## src/rtl/foc_sample_frontend.sv

```systemverilog
// Sample front end for the FOC control loop.
// Generates the periodic loop trigger and runs the ADC conversion handshake.
// Converts the raw offset-binary phase samples to signed Q-format currents and
// latches angle, target and PWM period. It then offers one transaction to the
// FOC top with a single-cycle foc_valid once foc_ready is high.
//
// Ports:
//   clk, rstb                     clock, async active-low reset
//   enable, loop_div              trigger enable and period (cycles - 1, 0 = off)
//   clr                           clears overrun_cnt and adc_err
//   adc_start / adc_done          conversion request pulse / completion strobe
//   adc_a, adc_b, adc_c           raw phase samples, valid with adc_done
//   angle_raw, target_in,         live inputs, latched at each trigger
//   period_in
//   angle_out, curr*_out,         transaction data, stable from foc_valid
//   periodTop_out                 until the next SCALE
//   foc_valid / foc_ready         transaction handshake
//   busy                          state != IDLE
//   overrun_cnt, adc_err          saturating dropped-trigger count, sticky timeout
module foc_sample_frontend #(
  parameter int unsigned D_WIDTH    = 16,
  parameter int unsigned ADC_BITS   = 12,
  parameter int unsigned ADC_OFFSET = 2048,
  parameter int unsigned Q_SHIFT    = 3,
  parameter int unsigned TIMEOUT    = 255,
  parameter int unsigned CNT_W      = 8
) (
  input  logic                clk,
  input  logic                rstb,
  input  logic                enable,
  input  logic [D_WIDTH-1:0]  loop_div,
  input  logic                clr,
  output logic                adc_start,
  input  logic                adc_done,
  input  logic [ADC_BITS-1:0] adc_a,
  input  logic [ADC_BITS-1:0] adc_b,
  input  logic [ADC_BITS-1:0] adc_c,
  input  logic [D_WIDTH-1:0]  angle_raw,
  input  logic [D_WIDTH-1:0]  target_in,
  input  logic [D_WIDTH-1:0]  period_in,
  output logic [D_WIDTH-1:0]  angle_out,
  output logic [D_WIDTH-1:0]  currA_out,
  output logic [D_WIDTH-1:0]  currB_out,
  output logic [D_WIDTH-1:0]  currC_out,
  output logic [D_WIDTH-1:0]  currT_out,
  output logic [D_WIDTH-1:0]  periodTop_out,
  output logic                foc_valid,
  input  logic                foc_ready,
  output logic                busy,
  output logic [CNT_W-1:0]    overrun_cnt,
  output logic                adc_err
);

  localparam int unsigned ToW  = (TIMEOUT > 2) ? $clog2(TIMEOUT) : 1;
  localparam longint      DMax = (longint'(1) <<< (D_WIDTH - 1)) - 1;
  localparam longint      DMin = -(longint'(1) <<< (D_WIDTH - 1));

  typedef enum logic [1:0] {StIdle, StConvert, StScale, StWaitRdy} state_e;

  // Offset removal at ADC_BITS+1 signed width, shift to Q format, then
  // saturate to the signed D_WIDTH range.
  function automatic logic [D_WIDTH-1:0] scale_sample(input logic [ADC_BITS-1:0] raw);
    logic signed [ADC_BITS:0] diff;
    logic signed [63:0]       wide;
    diff = $signed({1'b0, raw}) - $signed((ADC_BITS + 1)'(ADC_OFFSET));
    wide = 64'(diff) <<< Q_SHIFT;
    if (wide > DMax) begin
      return D_WIDTH'(DMax);
    end else if (wide < DMin) begin
      return D_WIDTH'(DMin);
    end
    return D_WIDTH'(wide);
  endfunction

  state_e               state_q, state_d;
  logic [D_WIDTH-1:0]   trig_q, trig_d;
  logic [D_WIDTH-1:0]   div_q;
  logic [D_WIDTH-1:0]   cur_div;
  logic                 tick;
  logic [ToW-1:0]       to_q, to_d;
  logic                 adc_start_q, adc_start_d;
  logic                 valid_q, valid_d;
  logic [CNT_W-1:0]     ovr_q, ovr_d;
  logic                 err_q, err_d;
  logic                 latch_en, cap_en, load_en, timeout;

  logic [D_WIDTH-1:0]   ang_l_q, tgt_l_q, per_l_q;
  logic [ADC_BITS-1:0]  raw_a_q, raw_b_q, raw_c_q;
  logic [D_WIDTH-1:0]   ang_o_q, cur_a_q, cur_b_q, cur_c_q, tgt_o_q, per_o_q;

  // A new loop_div is only picked up while the counter sits at 0, so a
  // mid-period change waits for the wrap.
  always_comb begin
    cur_div = (trig_q == '0) ? loop_div : div_q;
    tick    = enable && (cur_div != '0) && (trig_q == cur_div);
    if (!enable || (cur_div == '0) || tick) begin
      trig_d = '0;
    end else begin
      trig_d = trig_q + 1'b1;
    end
  end

  always_comb begin
    state_d     = state_q;
    to_d        = to_q;
    adc_start_d = 1'b0;
    valid_d     = 1'b0;
    latch_en    = 1'b0;
    cap_en      = 1'b0;
    load_en     = 1'b0;
    timeout     = 1'b0;
    unique case (state_q)
      StIdle: begin
        if (tick) begin
          adc_start_d = 1'b1;
          latch_en    = 1'b1;
          to_d        = '0;
          state_d     = StConvert;
        end
      end
      StConvert: begin
        if (adc_done) begin
          cap_en  = 1'b1;
          state_d = StScale;
        end else if (to_q == ToW'(TIMEOUT - 1)) begin
          timeout = 1'b1;
          state_d = StIdle;
        end else begin
          to_d = to_q + 1'b1;
        end
      end
      StScale: begin
        load_en = 1'b1;
        state_d = StWaitRdy;
      end
      StWaitRdy: begin
        if (foc_ready) begin
          valid_d = 1'b1;
          state_d = StIdle;
        end
      end
      default: state_d = StIdle;
    endcase
  end

  // clr takes priority over a same-cycle overrun or timeout.
  always_comb begin
    ovr_d = ovr_q;
    err_d = err_q;
    if (clr) begin
      ovr_d = '0;
      err_d = 1'b0;
    end else begin
      if (tick && (state_q != StIdle) && (ovr_q != '1)) begin
        ovr_d = ovr_q + 1'b1;
      end
      if (timeout) begin
        err_d = 1'b1;
      end
    end
  end

  always_ff @(posedge clk or negedge rstb) begin
    if (!rstb) begin
      state_q     <= StIdle;
      trig_q      <= '0;
      div_q       <= '0;
      to_q        <= '0;
      adc_start_q <= 1'b0;
      valid_q     <= 1'b0;
      ovr_q       <= '0;
      err_q       <= 1'b0;
    end else begin
      state_q     <= state_d;
      trig_q      <= trig_d;
      div_q       <= cur_div;
      to_q        <= to_d;
      adc_start_q <= adc_start_d;
      valid_q     <= valid_d;
      ovr_q       <= ovr_d;
      err_q       <= err_d;
    end
  end

  always_ff @(posedge clk or negedge rstb) begin
    if (!rstb) begin
      ang_l_q <= '0;
      tgt_l_q <= '0;
      per_l_q <= '0;
      raw_a_q <= '0;
      raw_b_q <= '0;
      raw_c_q <= '0;
      ang_o_q <= '0;
      cur_a_q <= '0;
      cur_b_q <= '0;
      cur_c_q <= '0;
      tgt_o_q <= '0;
      per_o_q <= '0;
    end else begin
      if (latch_en) begin
        ang_l_q <= angle_raw;
        tgt_l_q <= target_in;
        per_l_q <= period_in;
      end
      if (cap_en) begin
        raw_a_q <= adc_a;
        raw_b_q <= adc_b;
        raw_c_q <= adc_c;
      end
      if (load_en) begin
        ang_o_q <= ang_l_q;
        cur_a_q <= scale_sample(raw_a_q);
        cur_b_q <= scale_sample(raw_b_q);
        cur_c_q <= scale_sample(raw_c_q);
        tgt_o_q <= tgt_l_q;
        per_o_q <= per_l_q;
      end
    end
  end

  assign adc_start     = adc_start_q;
  assign foc_valid     = valid_q;
  assign busy          = (state_q != StIdle);
  assign overrun_cnt   = ovr_q;
  assign adc_err       = err_q;
  assign angle_out     = ang_o_q;
  assign currA_out     = cur_a_q;
  assign currB_out     = cur_b_q;
  assign currC_out     = cur_c_q;
  assign currT_out     = tgt_o_q;
  assign periodTop_out = per_o_q;

endmodule

```

## config.mk

```make
export PLATFORM = sky130hd
export DESIGN_NAME = foc_sample_frontend
export DESIGN_NICKNAME = d
export VERILOG_FILES = /design/src/rtl/foc_sample_frontend.sv
export SDC_FILE = /design/constraint.sdc
export NUM_CORES = 1
export LEC_CHECK = 0
export CAP_MARGIN = 10
export CORE_MARGIN = 8
export CORE_UTILIZATION = 57
export DETAILED_ROUTE_END_ITERATION = 16
export DONT_BUFFER_PORTS = 1
export PLACE_DENSITY = 0.75
export SETUP_SLACK_MARGIN = 0.15
export SLEW_MARGIN = 5
export SYNTH_ARGS = -nofsm -noshare
export SYNTH_HDL_FRONTEND = slang
export SYNTH_SLANG_ARGS = --single-unit
```

## constraint.sdc

```tcl
create_clock -name clk -period 2.35 [get_ports clk]
set_input_delay 0.47 -clock clk [delete_from_list [all_inputs] [get_ports clk]]
set_output_delay 0.47 -clock clk [all_outputs]
set_load 0.02 [all_outputs]
```

==> out/metrics.csv, run 1 <==
metric;value;unit
commonest non-fill, non-tap cells in the layout;nand2_1, dfrtp_1, mux2_2;
CP Class;register to register;
synthesis warning total;0;
critical path launch point type;register;
max-cap violations;0;
clk root buf;clkbuf_16;
routed length per instance;20.1;um
max_slew headroom;63.0;%
Slew Limit Fails;0;
final worst-path cycle share;103;%
All-Layer GR Usage;20.3;%
failing checks;hold timing, setup timing;
core area;16500;um2
Synth Area in XOR/XNOR;2.93;%
post-synthesis cell area;9570;um2
Worst-Skew Late Latency;520;ps
vias in the first global route;6467;
main combinational cell family by area after synthesis;simple AND/OR/NAND/NOR gates;
Initial DRC Count;319;
CTS tree;built;
area fraction in compound gates after synthesis;2.98;%
Avg Vias per Cell;5.61;
Seq/Total Area, Yosys;57.8;%
Num Clock Sinks;221;
Final Setup Violations;49;
pin count of the biggest net entering global routing;222;
worst slew pin tran;555;ps
worst slack, placed;-55.2;ps
commonest non-fill, non-tap cell in the layout;nand2_1;
CTS Buf Count;24;
Routed Antenna Nets;0;
HP Class;input pin to async pin;
status;finished with violations;
final hold slack;-351;ps
Final Wtd Congestion;0.915;
Hold Vio Cnt, Final;221;
antenna violations before repair;0;
total power;12.0;mW
row count;47;
Leak;5.31;nW
post-synthesis simple-gate area fraction;18.4;%
synth unique cells;52;
cell area after placement;9910;um2
Worst setup EP type;register;
Max rail drop VDD;687;uV
flop and latch count out of synthesis;221;
fraction of layout cells with a size suffix above 1;24.9;%
die area;21200;um2
unrepaired setup endpoints after global routing;yes;
die height;146;um
Die Wd;146;um
fin nets;994;
Tmin final;2420;ps
critical-path cell list;nor2b_4, or4_4, nor3_4, nand4_4, a21oi_4, buf_6, buf_12, mux2_4;
Max stage delay on crit path;490;ps
Avg Cell Area, Syn;11.2;um2
worst setup slack after layout;-66.1;ps
vias;6280;
Clock Tree Buf Depth;3;
Inst Count DP;1064;
Req. time, crit path;2730;ps
Port-buffer cells;0;
Post-Synthesis Cells;857;
Worst Path Max Fanout;7;
Starting Density;57.9;%
cts-stage hold buffer count;1;
f_max;414;MHz
pwr/cell area;1080;nW/um2
Diodes inserted;0;
gr ovfl total;0;
Post-Synth Adder-Cell Area;0.654;%
fin area;11100;um2
H-tree depth;1;
final WL;22500;um
Post-Layout Cell Count;1120;
Critical Path AT;2800;ps
post-synthesis mux area share;13.5;%
Post-DP HPWL;14500;um
Crit-path slowest cell;or4_4;
first-pass GRT wire length;35400;um
Clock Skews;24.1;ps
clock-pin slew on the worst setup and hold paths;60;ps
DRC;0;
drt first pass iters;6;
Layout area overhead;15.6;%
I/O pin total;214;
reg-to-reg slack, setup;-70;ps
==> cell usage after synthesis (all sizes together) <==
cell	instances	area, um2
nand2	266	998
dfrtp	221	5530
mux2	107	1280
nor2	29	109
clkbuf	28	105
buf	26	204
xnor2	25	219
nand4	16	136
nor2b	15	93.8
nand3	14	70.1
nor4	14	124
inv	13	48.8
o21ai	10	50.1
a21oi	8	51.3
nand2b	8	50.1
nor3	7	46.3
xor2	7	61.3
a31oi	6	37.5
and3	6	37.5
ha	5	62.6
and4	4	35.0
o22ai	3	18.8
a2111oi	2	55.1
nor3b	2	31.3
o21a	2	15.0
a21boi	1	7.51
a22o	1	8.76
a22oi	1	7.51
and2	1	6.26
conb	1	3.75
mux2i	1	10.0
o2111ai	1	8.76
o211ai	1	7.51
o2bb2ai	1	8.76
o32ai	1	8.76
or2	1	6.26
or3	1	6.26
or4	1	11.3
==> flip-flops by register name, indices dropped and copies added (netlist names) <==
register and cells:
foc_valid 1, to_q 8, adc_err 1, state_q 2, currT_out 16, adc_start 1, periodTop_out 16, div_q 16
raw_a_q 12, currA_out 12, ang_l_q 16, currB_out 12, raw_c_q 12, per_l_q 16, raw_b_q 12, tgt_l_q 16
trig_q 16, angle_out 16, overrun_cnt 8, currC_out 12
==> per-stage QoR <==
stage | hold slack [ps] | TNS, ps | util, %
4_1_cts | -367 | -458 | 65.8
5_1_grt | -369 | -4840 | 67.0
2_1_floorplan | 174 | -576 | -
3_3_place_gp | 180 | -770 | 60.0
3_5_place_dp | 180 | -1480 | 60.0
6_report | -351 | -1370 | 67.0
==> metal layers <==
layer | wire [um] | part of all wire (%) | vias up | track usage [%]
li1 | - | - | 2870 | -
met1 | 9320 | 41 | 3125 | 25.9
met2 | 10500 | 47 | 231 | 32.1
met3 | 1920 | 8.5 | 54 | 7.06
met4 | 744 | 3.3 | 0 | 6.66
met5 | 0 | 0 | - | 0
==> worst max-delay path: cells and delay by family, from the launching register on <==
kind | cells | cell delay [ps]
simple gates | 4 | 990
flops | 1 | 440
buf+inv | 2 | 340
mux | 1 | 300
compound gates | 1 | 210
==> timing repair <==
| action | 4_1_cts | 5_1_grt |
|---|---|---|
| endpoints found under the setup margin | 56 | 65 |
| setup buffers | 4 | 3 |
| cloned | 4 | 1 |
| pin swaps | 4 | 6 |
| endpoints found under the hold margin | 222 | 221 |
| gates resized for setup | 10 | 39 |
==> power breakdown <==
part           switching [mW]  total [mW]  internal (mW)
Sequential               1.07        5.72           4.65
Clock                    1.52        3.72           2.20
Combinational            1.40        2.55           1.15
==> area by class of cell <==
type,count,area (um2)
timing repair buffer,46,515
tap,220,275
inverter,13,53.8
fill,1205,5460
clock inverter,12,131
multi-input combinational,577,3900
sequential,221,5530
clock buffer,31,657
==> logic make-up after synthesis <==
kind of cell,Yosys count
adders and majority gates,5
AOI/OAI and AO/OA,38
and+or+nand+nor,385
buffers and inverters,67
other,1
xor gates and xnor gates,32
DFF,221
muxes,108
==> worst paths after layout <==
kind | startpoint | to | cells past startpoint
max | trig_q[4] | ang_l_q[10] | 8
min in group clk | period_in[3] | per_l_q[3] | 1
min reg2reg | raw_a_q[1] | currA_out[4] | 2
max in group asynchronous | rstb | trig_q[8] | 0
max reg2reg | trig_q[4] | ang_l_q[10] | 8
min | rstb | per_l_q[5] | 0
Power figures use the tool's default switching activity.
==> run 2, diff against run 1 <==
--- a/config.mk
+++ b/config.mk
@@ -10,7 +10,8 @@
 export CORE_UTILIZATION = 57
 export DETAILED_ROUTE_END_ITERATION = 16
 export DONT_BUFFER_PORTS = 1
-export PLACE_DENSITY = 0.75
+export PLACE_DENSITY_LB_ADDON = 0.3
+export REMOVE_ABC_BUFFERS = 1
 export SETUP_SLACK_MARGIN = 0.15
 export SLEW_MARGIN = 5
 export SYNTH_ARGS = -nofsm -noshare
==> out/metrics.csv, run 2 (synthesis results as in run 1) <==
metric;value;unit
commonest non-fill, non-tap cells in the layout;nand2_1, dfrtp_1, mux2_2;
unrepaired setup endpoints after global routing;yes;
core area;16500;um2
status;finished with violations;
Max stage delay on crit path;490;ps
drt first pass iters;4;
Num Clock Sinks;221;
critical path launch point type;register;
max_slew headroom;58.6;%
final WL;23500;um
die area;21200;um2
Slew Limit Fails;0;
Post-DP HPWL;15700;um
Die Wd;146;um
Max rail drop VDD;836;uV
final worst-path cycle share;104;%
Avg Vias per Cell;5.62;
Clock Skews;9.89;ps
worst setup slack after layout;-93.1;ps
failing checks;hold timing, setup timing;
die height;146;um
reg-to-reg slack, setup;-90;ps
first-pass GRT wire length;37000;um
routed length per instance;21.0;um
Hold Vio Cnt, Final;221;
Starting Density;57.9;%
busiest grt layer;met2;
met3 Use GR;9.70;%
vias in the first global route;6701;
Critical Path AT;2820;ps
fin area;11200;um2
row count;47;
pin count of the biggest net entering global routing;222;
cell area after placement;9940;um2
M2 GR Usage;34.9;%
Port-buffer cells;0;
worst slew pin tran;621;ps
Leak;5.37;nW
Final Setup Violations;57;
clock-pin slew on the worst setup and hold paths;60;ps
vias;6311;
f_max;409;MHz
CTS tree;built;
Clock Tree Buf Depth;3;
Buf/Inv on CP;2;
Worst setup EP type;register;
gr ovfl total;0;
Crit-path slowest cell;or4_4;
Initial DRC Count;339;
Worst-Skew Late Latency;500;ps
I/O pin total;214;
final hold slack;-343;ps
Worst Path Max Fanout;7;
CTS Buf Count;24;
Req. time, crit path;2730;ps
Inst Count DP;1069;
met1 Track Usage GR;25.0;%
Post-Layout Cell Count;1123;
commonest non-fill, non-tap cell in the layout;nand2_1;
antenna violations before repair;2;
CP Class;register to register;
DRC;0;
All-Layer GR Usage;21.5;%
Layout area overhead;16.9;%
Tmin final;2440;ps
fraction of layout cells with a size suffix above 1;25.1;%
H-tree depth;1;
HP Class;input pin to async pin;
pwr/cell area;1120;nW/um2
fin nets;996;
Final Wtd Congestion;0.905;
max-cap violations;0;
delay-heaviest family, CP;simple AND/OR/NAND/NOR gates;
critical-path cell list;nor2b_4, or4_4, nor3_4, nand4_4, a21oi_4, buf_12, clkbuf_16, mux2_4;
clk root buf;clkbuf_16;
Routed Antenna Nets;0;
[run 2: cell count changes in the layout (fill, tap and decap cells not counted), moves of 2 or more]
cell,before,now
clkbuf_1,4,2
buf_4,33,36
buf_16,4,1
clkbuf_16,25,28
inv_4,2,0
bufinv_16,2,5
clkbuf_8,3,8
clkinv_2,6,1
[run 2: worst paths after layout]
path	from	end	depth (start not counted)
hold reg to reg	raw_c_q[11]	currC_out[14]	1
setup reg to reg	trig_q[4]	per_l_q[5]	8
min in group clk	clr	adc_err	1
setup / recovery	trig_q[4]	per_l_q[5]	8
max in group asynchronous	rstb	foc_valid	0
hold / removal	rstb	div_q[1]	0
[run 2: final cells by class]
class	instances	area [um2]
sequential	221	5530
fill	1219	5330
multi-input combinational	577	3910
clock buffer	35	743
timing repair buffer	48	507
tap	220	275
clock inverter	8	171
inverter	13	48.8
antenna	1	2.50
[run 2: metrics by stage]
| stage | setup WS, ps | hold slack, ps | util [%] | setup TNS, ps | power, mW |
|---|---|---|---|---|---|
| after floorplan | -966 | 174 | - | -130340 | 7.38 |
| after detailed placement | -111 | 182 | 60.2 | -3840 | 8.33 |
| final | -93.1 | -343 | 67.7 | -3120 | 12.6 |
| after global routing | -173 | -366 | 67.7 | -8450 | 13.2 |
| after CTS | -73.4 | -358 | 66.1 | -2170 | 12.6 |
| after global placement | -64.2 | 181 | 60.2 | -1820 | 8.17 |
[run 2: what timing repair did]
item	in CTS	in global routing
cloned	0	3
setup buffers	4	4
endpoints found under the hold margin	221	221
pin swaps	3	8
resized for setup	12	41
setup endpoints to repair	65	74
[run 2: power breakdown]
group / internal (mW) / switching (mW) / total, mW
combinational: 1.19 / 1.42 / 2.61
sequential: 4.65 / 1.10 / 5.74
clock: 2.73 / 1.48 / 4.21
[run 2: worst reg2reg max path: stages (launching register included)]
cell,delay (ps)
dfrtp_1,430
nor2b_4,140
or4_4,490
nor3_4,230
nand4_4,150
a21oi_4,220
buf_12,170
clkbuf_16,180
mux2_4,310
[run 2: per-layer routing]
metal / vias up / share of wire, % / routed length [um]
met5: - / 0.034 / 8
met2: 242 / 48 / 11200
met3: 61 / 11 / 2540
met1: 3134 / 39 / 9080
li1: 2872 / - / -
met4: 2 / 2.9 / 680
==> run 3, diff against run 2 <==
--- a/config.mk
+++ b/config.mk
@@ -5,6 +5,7 @@
 export SDC_FILE = /design/constraint.sdc
 export NUM_CORES = 1
 export LEC_CHECK = 0
+export ABC_AREA = 1
 export CAP_MARGIN = 10
 export CORE_MARGIN = 8
 export CORE_UTILIZATION = 57
==> out/metrics.csv, run 3 <==
metric;value;unit
Routed Antenna Nets;0;
final worst-path cycle share;112;%
worst setup slack after layout;-275;ps
commonest non-fill, non-tap cell in the layout;nand2_1;
clock-pin slew on the worst setup and hold paths;60;ps
Slew Limit Fails;0;
Worst-Skew Late Latency;510;ps
vias;7476;
I/O pin total;214;
commonest non-fill, non-tap cells in the layout;nand2_1, dfrtp_1, inv_1;
Synth Area in XOR/XNOR;0.710;%
core area;17100;um2
top_reg_cell synth;dfrtp_1;
Inst Count DP;1351;
setup tns final;-16980;ps
ys async rst share;100;%
failing checks;hold timing, setup timing;
Final Wtd Congestion;0.864;
vias in the first global route;7491;
reg-to-reg slack, setup;-270;ps
Post-Synthesis Cells;1093;
final WL;23900;um
Final Setup Violations;82;
Layout area overhead;21.1;%
Avg Cell Area, Syn;9.02;um2
critical path launch point type;register;
die area;21800;um2
drt first pass iters;4;
Max rail drop VDD;903;uV
HP Class;input pin to async pin;
unrepaired setup endpoints after global routing;yes;
r2r startpoint;trig_q[0];
reg2reg end;tgt_l_q[5];
Clock Skews;14.4;ps
CP Class;register to register;
die height;148;um
first-pass GRT wire length;37600;um
All-Layer GR Usage;21.0;%
Post-DP HPWL;16200;um
pwr/cell area;969;nW/um2
top-area cell type share of the netlist area;56.1;%
max_slew headroom;26.4;%
Leak;6.37;nW
Worst Setup EP;tgt_l_q[5];
Post-Layout Cell Count;1418;
Req. time, crit path;2750;ps
fin nets;1286;
Critical Path AT;3020;ps
post-synthesis mux area share;8.34;%
Synth area leaders;dfrtp_1, nand2_1, mux2_2;
fraction of layout cells with a size suffix above 1;24.4;%
Starting Density;57.6;%
Die Wd;148;um
EDFF count, synth;0;
status;finished with violations;
Initial DRC Count;384;
CTS tree;built;
Post-Synth Adder-Cell Area;0.634;%
f_max;381;MHz
Synth top cells by count;nand2_1, dfrtp_1, inv_1;
Hold Vio Cnt, Final;221;
Seq/Total Area, Yosys;56.1;%
most frequent cell after synthesis;nand2_1;
Clock Tree Buf Depth;3;
flop and latch count out of synthesis;221;
clk root buf;clkbuf_16;
Worst setup EP type;register;
worst slack, placed;-265;ps
synth unique cells;34;
gr ovfl total;0;
row count;48;
Diodes inserted;0;
Port-buffer cells;0;
CTS Buf Count;24;
max-cap violations;0;
final hold slack;-337;ps
Synth area leader;dfrtp_1;
post-synthesis simple-gate area fraction;25.7;%
antenna violations before repair;0;
fillers;1300;
R2R depth;19;
synthesis warning total;0;
Worst Path Max Fanout;12;
Tmin final;2620;ps
Avg Vias per Cell;5.27;
pin count of the biggest net entering global routing;222;
DRC;0;
H-tree depth;1;
routed length per instance;16.8;um
worst slew pin tran;1100;ps
area fraction in compound gates after synthesis;2.12;%
main combinational cell family by area after synthesis;simple AND/OR/NAND/NOR gates;
Num Clock Sinks;221;
worst setup path startpoint;trig_q[0];
post-synthesis cell area;9860;um2
## run 3: changes by cell type in the layout (fill, tap and decap cells not counted), moves of 25 or more
cell	delta
mux2_4	-49
xnor2_1	-25
nand3_1	+46
inv_1	+67
nand2_1	+131
buf_4	+40
nand2_2	+33
## run 3: per-layer routing
layer	global-route usage [%]	part of all wire, %	vias up
li1	-	-	3619
met1	25.1	40	3604
met2	35.1	49	221
met3	8.07	9.4	32
met4	4.95	1.7	0
met5	0	0	-
## run 3: cell type report
type / count / area, um2 / share of cell area [%]
Multi-Input combinational cell: 747 / 4050 / 33.9
Inverter: 83 / 314 / 2.63
Clock buffer: 35 / 702 / 5.88
Timing Repair Buffer: 98 / 967 / 8.10
Clock inverter: 9 / 106 / 0.890
Tap cell: 225 / 282 / 2.36
Sequential cell: 221 / 5530 / 46.3
## run 3: kinds of logic after synthesis
kind of cell               Yosys count
AOI/OAI and AO/OA                   39
xor gates and xnor gates             8
other                                1
muxes                               73
and+or+nand+nor                    613
buffers and inverters              133
adders and majority gates            5
DFF                                221
## run 3: report_power, final
part           switching, mW  total (mW)  internal [mW]
Combinational           1.38        2.48           1.10
Clock                   1.46        3.76           2.29
Sequential             0.857        5.35           4.49
Total                   3.70        11.6           7.88
## run 3: through the flow
step                utilization [%]  instance area, um2  total power, mW
global route                   69.8               11900             12.2
global placement               61.7               10600             7.57
floorplan                         -                9580             6.89
CTS                            67.8               11600             11.5
detailed placement             61.7               10600             7.67
finish                         69.8               11900             11.6
## run 3: what timing repair did
item	4_1_cts	5_1_grt
pin swaps	11	21
endpoints found under the setup margin	82	82
setup buffers	11	9
hold endpoints to repair	221	221
cloned	1	2
gates resized for setup	35	60
## run 3: worst max-delay path, stage by stage (launching register included)
cell and delay (ps):
dfrtp_1 390, inv_2 90, ha_4 140, buf_4 90
nand2_1 70, nor2_4 220, buf_4 170, nand3_1 100
nand2_1 120, nand2_1 70, nand2_1 60, nand2_1 50
nor2_1 120, nand2_2 90, nor2_4 140, nand3_4 130
buf_12 190, buf_12 140, nand2_1 60, nand2_1 50
## run 3: worst min path at each step
| stage | startpoint | to | slack (ps) |
|---|---|---|---|
| final | rstb | raw_a_q[0] | -340 |
| after global routing | rstb | raw_a_q[4] | -360 |
| after CTS | rstb | raw_a_q[4] | -370 |
| after detailed placement | rstb | raw_a_q[0] | 180 |
| after global placement | rstb | raw_b_q[6] | 180 |
| after floorplan | rstb | adc_err | 170 |
